===== src/rtl/pid_pkg.sv =====
// Shared defaults and helpers for the PID controller datapath.
package pid_pkg;

  localparam int ERR_W   = 10;
  localparam int DIFF_W  = 7;
  localparam int COEFF_W = 6;

  // Clamp a signed value into the range of a w-bit two's-complement number.
  function automatic logic signed [31:0] sat_signed(input logic signed [31:0] val,
                                                    input int w);
    logic signed [31:0] hi;
    logic signed [31:0] lo;
    hi = (32'sd1 <<< (w - 1)) - 32'sd1;
    lo = -(32'sd1 <<< (w - 1));
    if (val > hi)      return hi;
    else if (val < lo) return lo;
    else               return val;
  endfunction

endpackage


===== src/rtl/pid_d_term_d_hist.sv =====
// Error history shift register. Advances only on accepted samples and
// counts fill up to DEPTH so the consumer knows when the oldest tap is real.
module d_hist #(
  parameter int ERR_W = 10,
  parameter int DEPTH = 2
) (
  input  logic                    clk,
  input  logic                    rst_n,
  input  logic                    clr,
  input  logic                    accept,
  input  logic signed [ERR_W-1:0] din,
  output logic signed [ERR_W-1:0] oldest,
  output logic                    primed
);
  import pid_pkg::*;

  localparam int FILL_W = $clog2(DEPTH + 1);
  localparam logic [FILL_W-1:0] FULL = FILL_W'(DEPTH);

  logic signed [ERR_W-1:0] hist [DEPTH];
  logic [FILL_W-1:0]       fill;

  // Shift in accepted samples; clr and reset empty the history.
  always_ff @(posedge clk) begin
    if (!rst_n || clr) begin
      for (int i = 0; i < DEPTH; i++) hist[i] <= '0;
      fill <= '0;
    end else if (accept) begin
      hist[0] <= din;
      for (int i = 1; i < DEPTH; i++) hist[i] <= hist[i-1];
      if (fill != FULL) fill <= fill + 1'b1;
    end
  end

  assign oldest = hist[DEPTH-1];
  assign primed = (fill == FULL);

endmodule


===== src/rtl/pid_d_term.sv =====
// Derivative term: difference against the sample D_DEPTH accepts back,
// saturated and scaled by a runtime coefficient over two pipeline stages.
// Output is forced to zero until the history has filled, to avoid a
// derivative kick right after reset or a mode change.
module pid_d_term #(
  parameter int ERR_W   = pid_pkg::ERR_W,
  parameter int DIFF_W  = pid_pkg::DIFF_W,
  parameter int COEFF_W = pid_pkg::COEFF_W,
  parameter int D_DEPTH = 2,
  localparam int D_W    = DIFF_W + COEFF_W
) (
  input  logic                    clk,
  input  logic                    rst_n,
  input  logic signed [ERR_W-1:0] err_sat,
  input  logic                    err_vld,
  input  logic [COEFF_W-1:0]      d_coeff,
  input  logic                    clr,
  output logic signed [D_W-1:0]   D_term,
  output logic                    D_vld,
  output logic                    primed
);
  import pid_pkg::*;

  if (D_DEPTH < 1 || D_DEPTH > 16) begin : g_depth_check
    $error("pid_d_term: D_DEPTH must be in 1..16");
  end

  logic                     accept;
  logic signed [ERR_W-1:0]  oldest;
  logic signed [ERR_W:0]    diff;
  logic signed [DIFF_W-1:0] diff_sat;

  logic signed [DIFF_W-1:0] s1_diff;
  logic [COEFF_W-1:0]       s1_coeff;
  logic                     s1_zero;
  logic                     s1_vld;

  logic signed [D_W-1:0]    mul_a;
  logic signed [D_W-1:0]    mul_b;
  logic signed [D_W-1:0]    product;

  assign accept = err_vld && !clr;

  d_hist #(
    .ERR_W (ERR_W),
    .DEPTH (D_DEPTH)
  ) u_hist (
    .clk    (clk),
    .rst_n  (rst_n),
    .clr    (clr),
    .accept (accept),
    .din    (err_sat),
    .oldest (oldest),
    .primed (primed)
  );

  // One extra bit of headroom means the subtraction can never wrap.
  assign diff     = {err_sat[ERR_W-1], err_sat} - {oldest[ERR_W-1], oldest};
  assign diff_sat = DIFF_W'(sat_signed(32'(diff), DIFF_W));

  // Stage 1: capture saturated diff, the coefficient of the accept cycle,
  // and whether this sample arrived before the history was full.
  always_ff @(posedge clk) begin
    if (!rst_n || clr) begin
      s1_diff  <= '0;
      s1_coeff <= '0;
      s1_zero  <= 1'b0;
      s1_vld   <= 1'b0;
    end else begin
      s1_vld <= accept;
      if (accept) begin
        s1_diff  <= diff_sat;
        s1_coeff <= d_coeff;
        s1_zero  <= !primed;
      end
    end
  end

  // Coefficient is unsigned; a zero MSB keeps it positive in the signed product.
  assign mul_a   = D_W'(s1_diff);
  assign mul_b   = D_W'($signed({1'b0, s1_coeff}));
  assign product = mul_a * mul_b;

  // Stage 2: register the scaled term; it holds between strobes.
  always_ff @(posedge clk) begin
    if (!rst_n || clr) begin
      D_term <= '0;
      D_vld  <= 1'b0;
    end else begin
      D_vld <= s1_vld;
      if (s1_vld) D_term <= s1_zero ? '0 : product;
    end
  end

endmodule


===== config.mk =====
export PLATFORM = sky130hd
export DESIGN_NAME = pid_d_term
export DESIGN_NICKNAME = d
export VERILOG_FILES = /design/src/rtl/pid_pkg.sv /design/src/rtl/pid_d_term_d_hist.sv /design/src/rtl/pid_d_term.sv
export SDC_FILE = /design/constraint.sdc
export NUM_CORES = 1
export LEC_CHECK = 0
export ABC_AREA = 1
export CORE_MARGIN = 4
export CORE_UTILIZATION = 45
export CTS_CLUSTER_SIZE = 14
export DETAILED_ROUTE_END_ITERATION = 8
export GPL_ROUTABILITY_DRIVEN = 0
export PLACE_DENSITY_LB_ADDON = 0.12
export SYNTH_ARGS = -nofsm -noshare
export SYNTH_HDL_FRONTEND = slang
export SYNTH_HIERARCHICAL = 1
export SYNTH_SLANG_ARGS = --single-unit

===== constraint.sdc =====
create_clock -name clk -period 5.2 [get_ports clk]
set_clock_uncertainty 0.15 [all_clocks]
set_input_delay 1.04 -clock clk [delete_from_list [all_inputs] [get_ports clk]]
set_output_delay 1.04 -clock clk [all_outputs]
set_load 0.03 [all_outputs]

# After elaboration in Yosys (flattened, before gate mapping)
# Memory sizes are Yosys's and may differ from the RTL's.
# Cells that the tools add are included.
# Widths: inputs -> output; s select.
[op_classes]
n_addsub = 2
mul = 1
div_mod_pow = 0
n_lt_le_gt_ge = 2
n_eq_ne = 2
n_shift = 0
mux = 10
bitwise = 2
n_reduce_logical = 6
[ops]
columns = ["op", "count"]
rows = [
  ["$mux 10", 2],
  ["$mux 7", 2],
  ["$mul 7x7->13", 1],
  ["$mux 13", 1],
  ["$gt 11x7->1 const B", 1],
  ["$lt 11x7->1 const B", 1],
  ["$sub 10x10->11", 1],
  ["$mux 1", 5],
  ["$logic_not 1->1", 3],
  ["$add 2x1->2 const B", 1],
  ["$eq 2x2->1 const B", 1],
  ["$ne 2x2->1 const B", 1],
  ["$or 1x1->1", 2],
  ["$reduce_and 2->1", 1],
  ["$logic_and 1x1->1", 1],
  ["$logic_or 1x1->1", 1],
]
[totals]
ff_bits = 31
latchBits = 0
mem_bits_rw = 20
mem_bits_ro = 0
inputBits = 20
n_memories = 1
[memory_table]
columns = ["memory", "words", "word_bits", "read_ports", "rd_clocked_by_memory_dff", "wr", "line", "rtl"]
rows = [
  ["u_hist.hist", 2, 10, 2, 0, 2, "pid_d_term_d_hist.sv:20", "logic signed [ERR_W-1:0] hist [DEPTH];"],
]

# Depth between registers and ports, before layout
# Gate-level depths: netlist of the first run.
[depth]
depth_word = 6
ltp_mapped = 20
ltp_nobuf = 19

# Hierarchy
# The synthesis of the first run kept the hierarchy.
[by_module_without_submodules]
columns = ["module", "n_inst", "cells_each", "area_each_um2", "seq_area_each_um2"]
rows = [
  ["pid_d_term", 1, 498, 3405.8, 580.6],
  ["d_hist", 1, 90, 1032.2, 640.6],
]

# Worst setup path before layout of the first run
# OpenSTA, ideal clock, no wires.
[synth_path]
path_type = "flip-flop to flip-flop"
from = "reg s1_coeff[1]"
to = "reg D_term[12]"
setup_ns = 0.070
arrival_time_ns = 3.972
t_required_ns = 4.980
slack_ns = 1.008
stages_incl_launch_ff = 21
path_cell_list = "dfxtp_1 > clkbuf_1 > nand2_1 > inv_1 > fa_1 > inv_1 > fa_1 > inv_1 > fa_1 > inv_1 > fa_1 > inv_1 > ha_1 > nand2_1 > nor3_1 > nand3_1 > nand3_1 > inv_1 > nand2_1 > nand3_1 > a21oi_1"
[synth_via]
elab_chain_cells = 2
[synth_rtl]
columns = ["item", "line", "rtl"]
rows = [
  ["start, declared", "pid_d_term.sv:34", "logic [COEFF_W-1:0] s1_coeff;"],
  ["start signal, assigned", "pid_d_term.sv:73", "s1_coeff <= d_coeff;"],
  ["$mul 7x7->13", "pid_d_term.sv:82", "assign product = mul_a * mul_b;"],
  ["$mux 13", "pid_d_term.sv:91", "if (s1_vld) D_term <= s1_zero ? '0 : product;"],
  ["end signal, assigned", "pid_d_term.sv:91", ""],
  ["end, declared", "pid_d_term.sv:18", "output logic signed [D_W-1:0] D_term,"],
]
# No other way between the ends.
# A chain may end at the register's enable or synchronous reset.

# Worst setup path after layout of the first run
[layout_path]
from = "reg s1_coeff[1]"
to = "reg D_term[8]"
# The elaborated chain is that of the path after synthesis.

==> flow_results.org, run 1 <==
** Run status
- The flow ran to the end, and the final reports show no timing, DRC or antenna violations.

** Setup path
- The number of buffers and inverters on the critical path is 3.
- Worst setup EP type :: flop
- Crit path largest cell delay :: 570 ps
- STA puts the critical path data required time at 5230 ps.
- Critical path start-end classification :: reg -> reg
- Data arrival at the endpoint of the critical path :: 4440 ps
- The critical path goes through nand2_1 -> fa_1 -> inv_1 -> fa_1 -> fa_1 -> inv_1 -> fa_1 -> inv_1 -> ha_1 -> nand2_1 -> nor3_1 -> a21oi_1 -> or2_2 -> nand3_1 -> a21oi_1.
- In this design, the critical path's most frequently occurring cell is fa_1.
- Slowest library cell on the worst path :: fa_1
- Worst Setup Start Kind :: flop
- The cell family contributing the most delay on the critical path is adder cells.
- In this run the worst path has a maximum fanout of 8.

** Clock tree
- TritonCTS built the clock tree.
- Buffers inserted during clock tree synthesis total 5.
- Hold repair after CTS inserted 0 buffers.
- No sink is reached through more buffers than the 2 on the longest clock path.
- Clock latency on the worst-skew pair :: 310 ps
- CTS H-tree depth :: 2
- Once the clock tree was built, the resizer swapped 0 gates to a different size.
- Cell at the root of the clock tree :: clkbuf_8
- After clock tree synthesis, the clock-pin slew on the worst setup and hold paths is 100 ps.
- Number of sinks handled by clock tree synthesis :: 51
- The number of setup buffers added after CTS is 0.

** Yosys
- Yosys cell types :: 37
- The average instance in the mapped netlist occupies 7.55 µm².
- Top-area cell type share of the netlist area :: 0.140
- The cell area that synthesis handed to floorplanning was 4440 µm².
- Net Count, Synth :: 674
- Leading cell types by total area after synthesis :: dfxtp_1 (14%), edfxtp_1 (14%), fa_1 (14%)
- dfxtp_1 takes more of the synthesized area than any other cell.
- For this run, the number of Yosys warnings is 6.
- Counting flops and latches in the post-synthesis netlist gives 51.
- For this run, the register share of the synthesized area comes to 0.275.
- Counting every instance in the synthesized netlist gives 588.

** Finish
- Non-filler cells in the finished layout :: 737
- 0 antenna diodes ended up in the layout.
- Fraction of layout instances using a drive strength above 1 :: 0.0773
- After routing the design area is 4940 µm².
- Measured on the finished design, the core utilization comes to 0.525.
- Area Overhead vs Synth :: 11.3%
- Fin nets :: 693

** Route
- Dividing the detail-routed via count by the number of cells gives 4.68.
- The detail route stage leaves a number of antenna-violating nets equal to 0.
- In the final routed layout, each cell accounts on average for 11.7 µm.
- For this run, design rule violations remaining after detail routing come to 0.
- After detailed routing, the total wire length is 8650 µm.
- Total number of vias :: 3,449
- The first routing iteration left 134 violations.
- DRT Pass-1 Iters :: 4

** Timing
- At the pin with the least slew margin, the transition time is 857 ps.
- The final hold violation count was 0.
- Highest Clock Rate :: 0.227 GHz
- Setup repair after global routing missed its margin :: false
- Worst max-slew margin expressed relative to the limit :: 0.427
- The number of max-slew violations in the final report is 0.
- Setup violations remaining at the end of the flow were counted as 0.
- The tightest hold path in the finished design has a slack of 317 ps.
- For the final routed database, the setup TNS stands at 0 ps.
- Fraction of the cycle the final worst path needs :: 0.849
- Tmin final :: 4410 ps

** Placement
- In this run the cell area measured after placement is 4800 µm².
- Counting tap cells, the placed design contains a total of 729 instances.
- Detail Placement HPWL :: 7080 µm
- Input and output buffers added on the ports amount to 34.

** Power
- Power per cell area :: 189 nW/µm²
- Worst ir drop on vdd :: 118 µV
- Leakage Power :: 2.56 nW

** Global routing
- Across every metal layer, demand over resource in global routing totals 0.168.
- Entering global routing, the biggest net connects 21 pins.
- Global-route wire length before repair :: 16,000 µm
- Remaining global-route overflow :: 0
- Via count of the first global-routing pass :: 3,651
- The initial antenna violation count is 0.

** Die
- # IOs :: 35
- Initial core utilization :: 0.471
- The die is 107 µm tall.
- Die width :: 107 µm
- Row generation in the floorplan step produced 35 rows.
- Core area :: 9420 µm²
- DIE AREA :: 11,500 µm²

** Min path
- Kind of path behind the tightest hold check :: reg -> reg

** Job
- The tool flagged a number of max-cap violations equal to 0.
==> sequential cells by signal, indices dropped and copies added (netlist names) <==
| signal | count |
|---|---|
| s1_coeff | 6 |
| D_term | 13 |
| u_hist/fill | 2 |
| D_vld | 1 |
| s1_diff | 7 |
| s1_zero | 1 |
| u_hist/hist | 20 |
| s1_vld | 1 |
==> cells in the mapped netlist <==
library cell / number
a21oi_1: 32
clkbuf_1: 8
o31ai_1: 2
or2_1: 2
nor2_2: 19
or2_2: 3
nand3_1: 21
a21oi_4: 1
a21oi_2: 2
buf_6: 2
xor2_1: 6
buf_1: 1
a22oi_4: 1
buf_4: 10
o21ai_0: 23
fa_1: 30
nand2_2: 5
a31oi_1: 2
a21o_1: 2
nand3_2: 3
ha_1: 36
inv_2: 1
inv_1: 153
a2bb2oi_1: 1
nor3_1: 4
nand2_1: 122
nor2_4: 3
clkbuf_2: 1
nand2_4: 1
dfxtp_1: 31
xnor2_1: 3
nand4_1: 2
o21bai_1: 1
nand3b_1: 1
clkinv_1: 1
nor2_1: 32
edfxtp_1: 20
==> worst reg2reg max path, delay by kind of cell, from the launching register on <==
| family | cells | cell delay, ps |
|---|---|---|
| adder cells (fa/ha/maj) | 5 | 2440 |
| AND/OR/NAND/NOR | 5 | 900 |
| flip-flops | 1 | 470 |
| AO/OA/AOI/OAI | 2 | 190 |
| buffers and inverters | 3 | 150 |
==> layout make-up <==
type,count,area [µm²]
inverter,155,582
tap,129,161
clock inverter,2,41.3
fill,956,4480
timing repair buffer,34,340
multi-input combinational,360,2500
clock buffer,6,93.8
sequential,51,1220
==> cell usage in the layout (no fill, tap or decap), types with 2 or more instances in the layout <==
| master | count |
|---|---|
| a21o_1 | 2 |
| a21oi_1 | 32 |
| a21oi_2 | 2 |
| a31oi_1 | 2 |
| clkbuf_8 | 5 |
| clkdlybuf4s50_1 | 34 |
| dfxtp_1 | 31 |
| edfxtp_1 | 20 |
| fa_1 | 30 |
| ha_1 | 36 |
| inv_1 | 153 |
| nand2_1 | 122 |
| nand2_2 | 5 |
| nand3_1 | 21 |
| nand3_2 | 3 |
| nand4_1 | 2 |
| nor2_1 | 32 |
| nor2_2 | 19 |
| nor2_4 | 3 |
| nor3_1 | 4 |
| o21ai_0 | 23 |
| o31ai_1 | 2 |
| or2_1 | 2 |
| or2_2 | 3 |
| xnor2_1 | 3 |
| xor2_1 | 6 |
==> layer usage <==
metal / share of wire / up-vias / GRT usage / wire length, µm
li1: - / 1798 / - / -
met1: 0.43 / 1600 / 0.203 / 3750
met2: 0.53 / 35 / 0.313 / 4580
met3: 0.019 / 16 / 0.0186 / 163
met4: 0.018 / 0 / 0.0475 / 155
met5: 0 / - / 0 / 0
==> path summary, 6_finish.rpt <==
path / start / to / slack (ps) / cells after the start
setup / recovery: s1_coeff[1]$_SDFFE_PP0P_ / D_term[8]$_SDFFE_PP0P_ / 790 / 15
hold / removal: D_term[10]$_SDFFE_PP0P_ / D_term[10]$_SDFFE_PP0P_ / 320 / 2
setup reg to reg: s1_coeff[1]$_SDFFE_PP0P_ / D_term[8]$_SDFFE_PP0P_ / 790 / 15
hold reg to reg: D_term[10]$_SDFFE_PP0P_ / D_term[10]$_SDFFE_PP0P_ / 320 / 2
==> where the power goes <==
part	internal [mW]	switching, mW
clock network	0.176	0.146
logic	0.0640	0.102
registers	0.430	0.0136
total	0.670	0.262
==> cells by family after synthesis <==
| logic type | count (synthesis) | synth area share |
|---|---|---|
| flip-flops | 51 | 0.275 |
| adder cells (fa/ha/maj) | 66 | 0.237 |
| AND/OR/NAND/NOR | 218 | 0.221 |
| XOR/XNOR | 9 | 0.0178 |
| buffers and inverters | 177 | 0.162 |
| AO/OA/AOI/OAI | 67 | 0.0877 |
==> per-stage QoR <==
stage | worst slack (ps) | total power [mW]
finish | 785 | 0.932
global placement | 800 | 0.616
detailed placement | 763 | 0.620
floorplan | 1010 | 0.577
global route | 444 | 0.988
CTS | 754 | 0.943
No activity file was read; power rests on OpenSTA's default activity.
==> run 2, diff against run 1 <==
==> constraint.sdc (replaced) <==
create_clock -name clk -period 3.9 [get_ports clk]
set_clock_uncertainty 0.15 [all_clocks]
set_input_delay 0.78 -clock clk [delete_from_list [all_inputs] [get_ports clk]]
set_output_delay 0.78 -clock clk [all_outputs]
set_load 0.03 [all_outputs]
==> flow_results.org, run 2 (synthesis results as in run 1) <==
** Global routing
- The overall overflow remaining after global route was 0 (unchanged).
- The initial antenna violation count is 0 (unchanged).
- The all-layer global routing usage is 0.163 (-0.00565).
- Pin count of the biggest net entering global routing :: 21 (unchanged)
- The number of global-route vias before repair is 3,627 (-0.66%).
- The global-route wire length before repair came to 15,400 µm (-3.2%).

** Die
- DIE AREA :: 11,500 µm² (unchanged)
- Die height :: 107 µm (unchanged)
- The count of boundary I/O pins came to 35 (unchanged).
- Die width :: 107 µm (unchanged)
- The number of placement rows came to 35 (unchanged).
- Initial core utilization :: 0.471 (unchanged)
- The area of the core region came to 9420 µm² (unchanged).

** Finish
- Fraction of layout instances using a drive strength above 1 :: 0.190 (+0.112)
- In the final layout, the registers with the most flip-flops are u_hist/hist (20), D_term (13), s1_diff (7).
- Number of flip-flops in the largest register :: 20 (unchanged)
- The library cell used most frequently in the layout, excluding fill and tap cells, is inv_1.
- Core utilization of the finished layout :: 0.570 (+0.0458)
- Antenna cell count :: 0 (unchanged)
- Non-filler cells in the finished layout :: 767 (+4.1%)
- The area of all placed cells without fillers was 5370 µm² (+8.7%).
- Area Overhead vs Synth :: 21.0%
- Leaving out fill and tap cells, the most frequent cells in the layout are inv_1 (144), nand2_1 (115), clkdlybuf4s50_1 (34).
- Fin nets :: 723 (+4.3%)
- More flip-flops sit in one register than any other, and that register is u_hist/hist.

** Timing
- Final setup violation count :: 6 (+6)
- The final worst-path cycle share is 1.03 (+0.182).
- The setup TNS came to -379 ps (-379 ps).
- The worst-case headroom to the max-slew limit is 0.583 (+0.155).
- The number of max-slew violations in the final report came to 0 (unchanged).
- Worst setup slack after layout :: -119 ps (-904 ps)
- Number of hold violations in the final report :: 0 (unchanged)
- Setup repair after global routing missed its margin :: true
- Highest Clock Rate :: 0.249 GHz (+9.8%)
- Tmin final :: 4020 ps (-396 ps)
- The worst-margin pin slew came to 624 ps (-233 ps).
- Final-layout worst hold slack :: 320 ps (+2.30 ps)

** Job
- Max-capacitance violation count :: 0 (unchanged)

** Power
- The power per standard cell area is 218 nW/µm² (+15%).
- The peak supply drop is 151 µV (+28%).
- The overall power consumption came to 1.17 mW (+25%).
- The total leakage power was 2.76 nW (+7.8%).

** Placement
- Placed cell area :: 5120 µm² (+6.5%)
- Setup slack at placement :: -142 ps (-905 ps)
- The HPWL after detailed placement came to 7190 µm (+1.6%).
- The placed instance count was 755 (+3.6%).
- The port buffer count was 34 (unchanged).

** Run status
- Failing checks :: setup timing
- The flow ran to the end, but the final reports show violations.

** Setup path
- Slowest library cell on the worst path :: fa_1
- CP Max Fanout :: 5 (-3)
- The largest stage delay on the critical path was 520 ps (-50 ps).
- The worst path arrival time is 4060 ps (-380 ps).
- Worst setup EP type :: flop
- The worst path required time is 3940 ps (-1290 ps).
- Cells along the critical path :: nand2_2 -> inv_2 -> fa_1 -> inv_1 -> fa_1 -> inv_2 -> fa_1 -> inv_1 -> fa_1 -> inv_2 -> ha_4 -> a21oi_4 -> nor2_1 -> nor2_1 -> o31ai_1 -> or2_2 -> nand3_1 -> a21oi_1
- The setup path with the least slack is of type reg -> reg.
- In this design, the critical path's most frequently occurring cell is fa_1.
- The depth of the worst register-to-register path came to 18 (+3).
- Worst Setup Start Kind :: flop

** Route
- The total vias in the final route came to 3,546 (+2.8%).
- DRC marker count from the first detailed-route iteration :: 112 (-16%)
- The total wire length after detailed routing came to 8740 µm (+1.0%).
- Detail Route Antenna Nets :: 0 (unchanged)
- The average vias per placed instance was 4.62 (-1.2%).
- The remaining design rule violation count is 0 (unchanged).
- Wire length per cell :: 11.4 µm (-2.9%)
- DRT Pass-1 Iters :: 4 (unchanged)

** Clock tree
- The number of CTS-inserted buffers came to 5 (unchanged).
- The clock edge transition at the registers on the reported setup and hold paths is 100 ps (about the same).
- Clock latency on the worst-skew pair :: 320 ps (about the same)
- CTS H-tree depth :: 2 (unchanged)
- Number of sinks handled by clock tree synthesis :: 51 (unchanged)
- TritonCTS built the clock tree.
- The cell sitting at the root of the clock tree is a clkbuf_8.
- The number of buffers on the longest clock path is 2 (unchanged).

** Min path
- The worst hold path stage count came to 2 (unchanged).
- Kind of path behind the tightest hold check :: reg -> reg
==> run 2: final timing paths <==
kind                           start                     end  slack, ps
max          s1_diff[5]$_SDFFE_PP0P_  D_term[9]$_SDFFE_PP0P_       -120
min           D_term[1]$_SDFFE_PP0P_  D_term[1]$_SDFFE_PP0P_        320
max reg2reg  s1_diff[5]$_SDFFE_PP0P_  D_term[9]$_SDFFE_PP0P_       -120
min reg2reg   D_term[1]$_SDFFE_PP0P_  D_term[1]$_SDFFE_PP0P_        320
==> run 2: layer usage <==
layer | GRT usage | up-vias | routed length, µm
met1 | 0.187 | 1626 | 3720
met2 | 0.307 | 37 | 4630
met4 | 0.0530 | 0 | 209
met5 | 0 | - | 0
li1 | - | 1861 | -
met3 | 0.0222 | 22 | 179
==> run 2: timing repair <==
action                                  4_1_cts  5_1_grt
hold buffers                                  0        0
resized for setup                            22       15
endpoints found under the setup margin        7        8
pin swaps                                    16       12
buffers inserted                              3        1
==> run 2: area by class of cell <==
class | instances | area (µm²)
clock buffers | 5 | 68.8
clock inverters | 3 | 27.5
fillers | 864 | 4050
inverters | 155 | 584
multi-input cells | 360 | 2720
flip-flops and latches | 51 | 1240
well taps | 129 | 161
repair buffers | 64 | 569
==> run 2: worst max-delay path, delay by kind of cell (launching register included) <==
kind	cells	cell delay, ps
buffers and inverters	5	220
adders and majority gates	5	2260
AOI/OAI and AO/OA	3	310
and+or+nand+nor	5	590
DFF	1	380
==> run 2: power breakdown <==
part	internal [mW]	leakage, nW	switching [mW]
registers	0.572	0.482	0.0138
clock network	0.132	0.0463	0.197
logic	0.106	2.23	0.149
total	0.810	2.76	0.359
==> run 3, diff against run 2 <==
--- a/config.mk
+++ b/config.mk
@@ -11,6 +11,7 @@
 export CTS_CLUSTER_SIZE = 14
 export DETAILED_ROUTE_END_ITERATION = 8
 export GPL_ROUTABILITY_DRIVEN = 0
+export MAX_ROUTING_LAYER = met4
 export PLACE_DENSITY_LB_ADDON = 0.12
 export SYNTH_ARGS = -nofsm -noshare
 export SYNTH_HDL_FRONTEND = slang
==> flow_results.org, run 3 (synthesis results as in run 1) <==
** Route
- Detail Route Antenna Nets :: 0 (unchanged)
- The total wire length after detailed routing is 8710 µm (-0.25%).
- The first-pass detailed-route iteration total is 4 (unchanged).
- Wire length per cell :: 11.4 µm (-0.25%)
- The first-iteration detailed-routing DRC count came to 128 (+14%).
- Routed via count divided by cell count :: 4.61 (-0.34%)
- Final routed DRC violation total :: 0 (unchanged)
- Total number of vias :: 3,534 (-0.34%)

** Finish
- The area growth from synthesis to final layout was 21.0% (unchanged).
- The filler cell count in the final layout is 864 (unchanged).
- Antenna cell count :: 0 (unchanged)
- The sequential cell area in the final layout came to 1240 µm² (unchanged).
- Fraction of layout instances using a drive strength above 1 :: 0.190 (unchanged)
- The final standard cell count with taps included and fillers excluded came to 767 (unchanged).
- The area of the multi-input gates was 2720 µm² (unchanged).
- The net count reported at finish is 723 (unchanged).
- Number of flip-flops in the largest register :: 20 (unchanged)
- Register containing the most flip-flops in the final layout :: u_hist/hist
- Most frequent cells in the layout :: inv_1 (144), nand2_1 (115), clkdlybuf4s50_1 (34)
- Top flop regs :: u_hist/hist (20), D_term (13), s1_diff (7)
- Core utilization of the finished layout :: 0.570 (unchanged)
- Most common cell after layout, fill and taps aside :: inv_1

** Setup path
- CP Max Fanout :: 5 (unchanged)
- Most frequent cell on the critical path :: fa_1
- The worst path arrival time is 4050 ps (about the same).
- On the critical path, the stage with the largest delay is an instance of fa_1.
- STA classifies the critical path startpoint as a flop.
- The critical path goes through nand2_2 -> inv_2 -> fa_1 -> inv_1 -> fa_1 -> inv_2 -> fa_1 -> inv_1 -> fa_1 -> inv_2 -> ha_4 -> a21oi_4 -> nor2_1 -> nor2_1 -> o31ai_1 -> or2_2 -> nand3_1 -> a21oi_1.
- Crit path largest cell delay :: 520 ps (about the same)
- The worst setup path is captured at a flop.
- The worst setup path is of the reg -> reg kind.
- The worst path required time was 3930 ps (about the same).

** Clock tree
- The TritonCTS sink count came to 51 (unchanged).
- CTS H-tree depth :: 2 (unchanged)
- TritonCTS built the clock tree.
- Buffer levels on the longest clock path :: 2 (unchanged)
- In this run the clock root is driven by a clkbuf_8.
- TritonCTS buffer count :: 5 (unchanged)
- The clock edge transition at the registers on the reported setup and hold paths is 100 ps (about the same).
- Clock latency on the worst-skew pair :: 310 ps (about the same)

** Global routing
- Number of antenna violations at the first check in global routing :: 0 (unchanged)
- Via count of the first global-routing pass :: 3,620 (-0.19%)
- Global-route wire length before repair :: 15,400 µm (unchanged)
- Remaining global-route overflow :: 0 (unchanged)
- Tot GR Track Use :: 0.167 (+0.00447)
- The largest net degree at the start of global routing came to 21 (unchanged).

** Power
- Power per cell area :: 217 nW/µm² (-0.18%)
- The peak supply drop came to 151 µV (-0.25%).
- The overall power consumption is 1.17 mW (-0.18%).
- Leakage Power :: 2.76 nW (unchanged)

** Placement
- The placed instance count was 755 (unchanged).
- Quantity of I/O buffers inserted on ports :: 34 (unchanged)
- The HPWL after detailed placement was 7190 µm (unchanged).
- The setup slack after placement came to -142 ps (unchanged).

** Timing
- The final hold violation count is 0 (unchanged).
- Highest Clock Rate :: 0.249 GHz (about the same)
- Tmin final :: 4020 ps (+1.81 ps)
- The worst hold slack was 319 ps (-0.222 ps).
- The setup slack after layout is -121 ps (-1.81 ps).
- Fraction of the cycle the final worst path needs :: 1.03 (about the same)
- Final setup violation count :: 6 (unchanged)
- Setup repair after global routing could not meet its margin everywhere.
- Fin. max-slew vios :: 0 (unchanged)
- Worst max-slew margin expressed relative to the limit :: 0.582 (about the same)
- The worst-margin pin slew is 624 ps (+0.185 ps).

** Die
- The count of boundary I/O pins came to 35 (unchanged).
- The vertical die dimension was 107 µm (unchanged).
- Std-Cell Rows :: 35 (unchanged)
- Die width :: 107 µm (unchanged)
- The starting density of the core is 0.471 (unchanged).
- The overall die area was 11,500 µm² (unchanged).
- The area of the core region is 9420 µm² (unchanged).

** Run status
- Failing checks :: setup timing
- The flow ran to the end, but the final reports show violations.

** Job
- Max-capacitance violation count :: 0 (unchanged)

** Min path
- Kind of path behind the tightest hold check :: reg -> reg
-- run 3: cell counts in the layout (fill, tap and decap cells not counted) --
No cell type changed its count.
-- run 3: worst paths after layout --
path | start | to | slack [ps] | cells after the start
min reg2reg | D_term[1]$_SDFFE_PP0P_ | D_term[1]$_SDFFE_PP0P_ | 320 | 2
max reg2reg | s1_diff[5]$_SDFFE_PP0P_ | D_term[9]$_SDFFE_PP0P_ | -120 | 18
max | s1_diff[5]$_SDFFE_PP0P_ | D_term[9]$_SDFFE_PP0P_ | -120 | 18
min | D_term[1]$_SDFFE_PP0P_ | D_term[1]$_SDFFE_PP0P_ | 320 | 2
-- run 3: what timing repair did --
item | in CTS | in global routing
endpoints found under the hold margin | 0 | 0
pin swaps | 16 | 12
setup endpoints to repair | 7 | 8
hold buffers | 0 | 0
setup buffers | 3 | 1
gates resized for setup | 22 | 15
-- run 3: cell type report --
type                            instances  area share
Tap cell                              129      0.0301
Inverter                              155       0.109
Clock inverter                          3     0.00513
Multi-Input combinational cell        360       0.507
Sequential cell                        51       0.230
Clock buffer                            5      0.0128
Timing Repair Buffer                   64       0.106
-- run 3: per-layer routing --
metal  global-route usage  part of all wire  up-vias
met3               0.0240             0.018       13
met5                    -                 0        -
met4               0.0502             0.020        0
met2                0.307              0.53       31
met1                0.187              0.43     1628
li1                     -                 -     1862
-- run 3: power by group --
part / leakage (nW) / switching [mW] / internal (mW)
Sequential: 0.482 / 0.0137 / 0.572
Clock: 0.0463 / 0.195 / 0.132
Combinational: 2.23 / 0.149 / 0.106
Total: 2.76 / 0.357 / 0.810
-- run 3: critical path, delay by kind of cell (launching register included) --
kind	cells	cell delay, ps
AO/OA/AOI/OAI	3	310
buffers and inverters	5	220
adder cells (fa/ha/maj)	5	2260
AND/OR/NAND/NOR	5	590
flip-flops	1	380
-- run 3: stage by stage --
stage | TNS, ps | instance area, µm²
final | -385 | 5370
after global routing | -1870 | 5370
after CTS | -440 | 5310
after detailed placement | -631 | 5120
after global placement | -448 | 5120
after floorplan | -25.0 | 4580
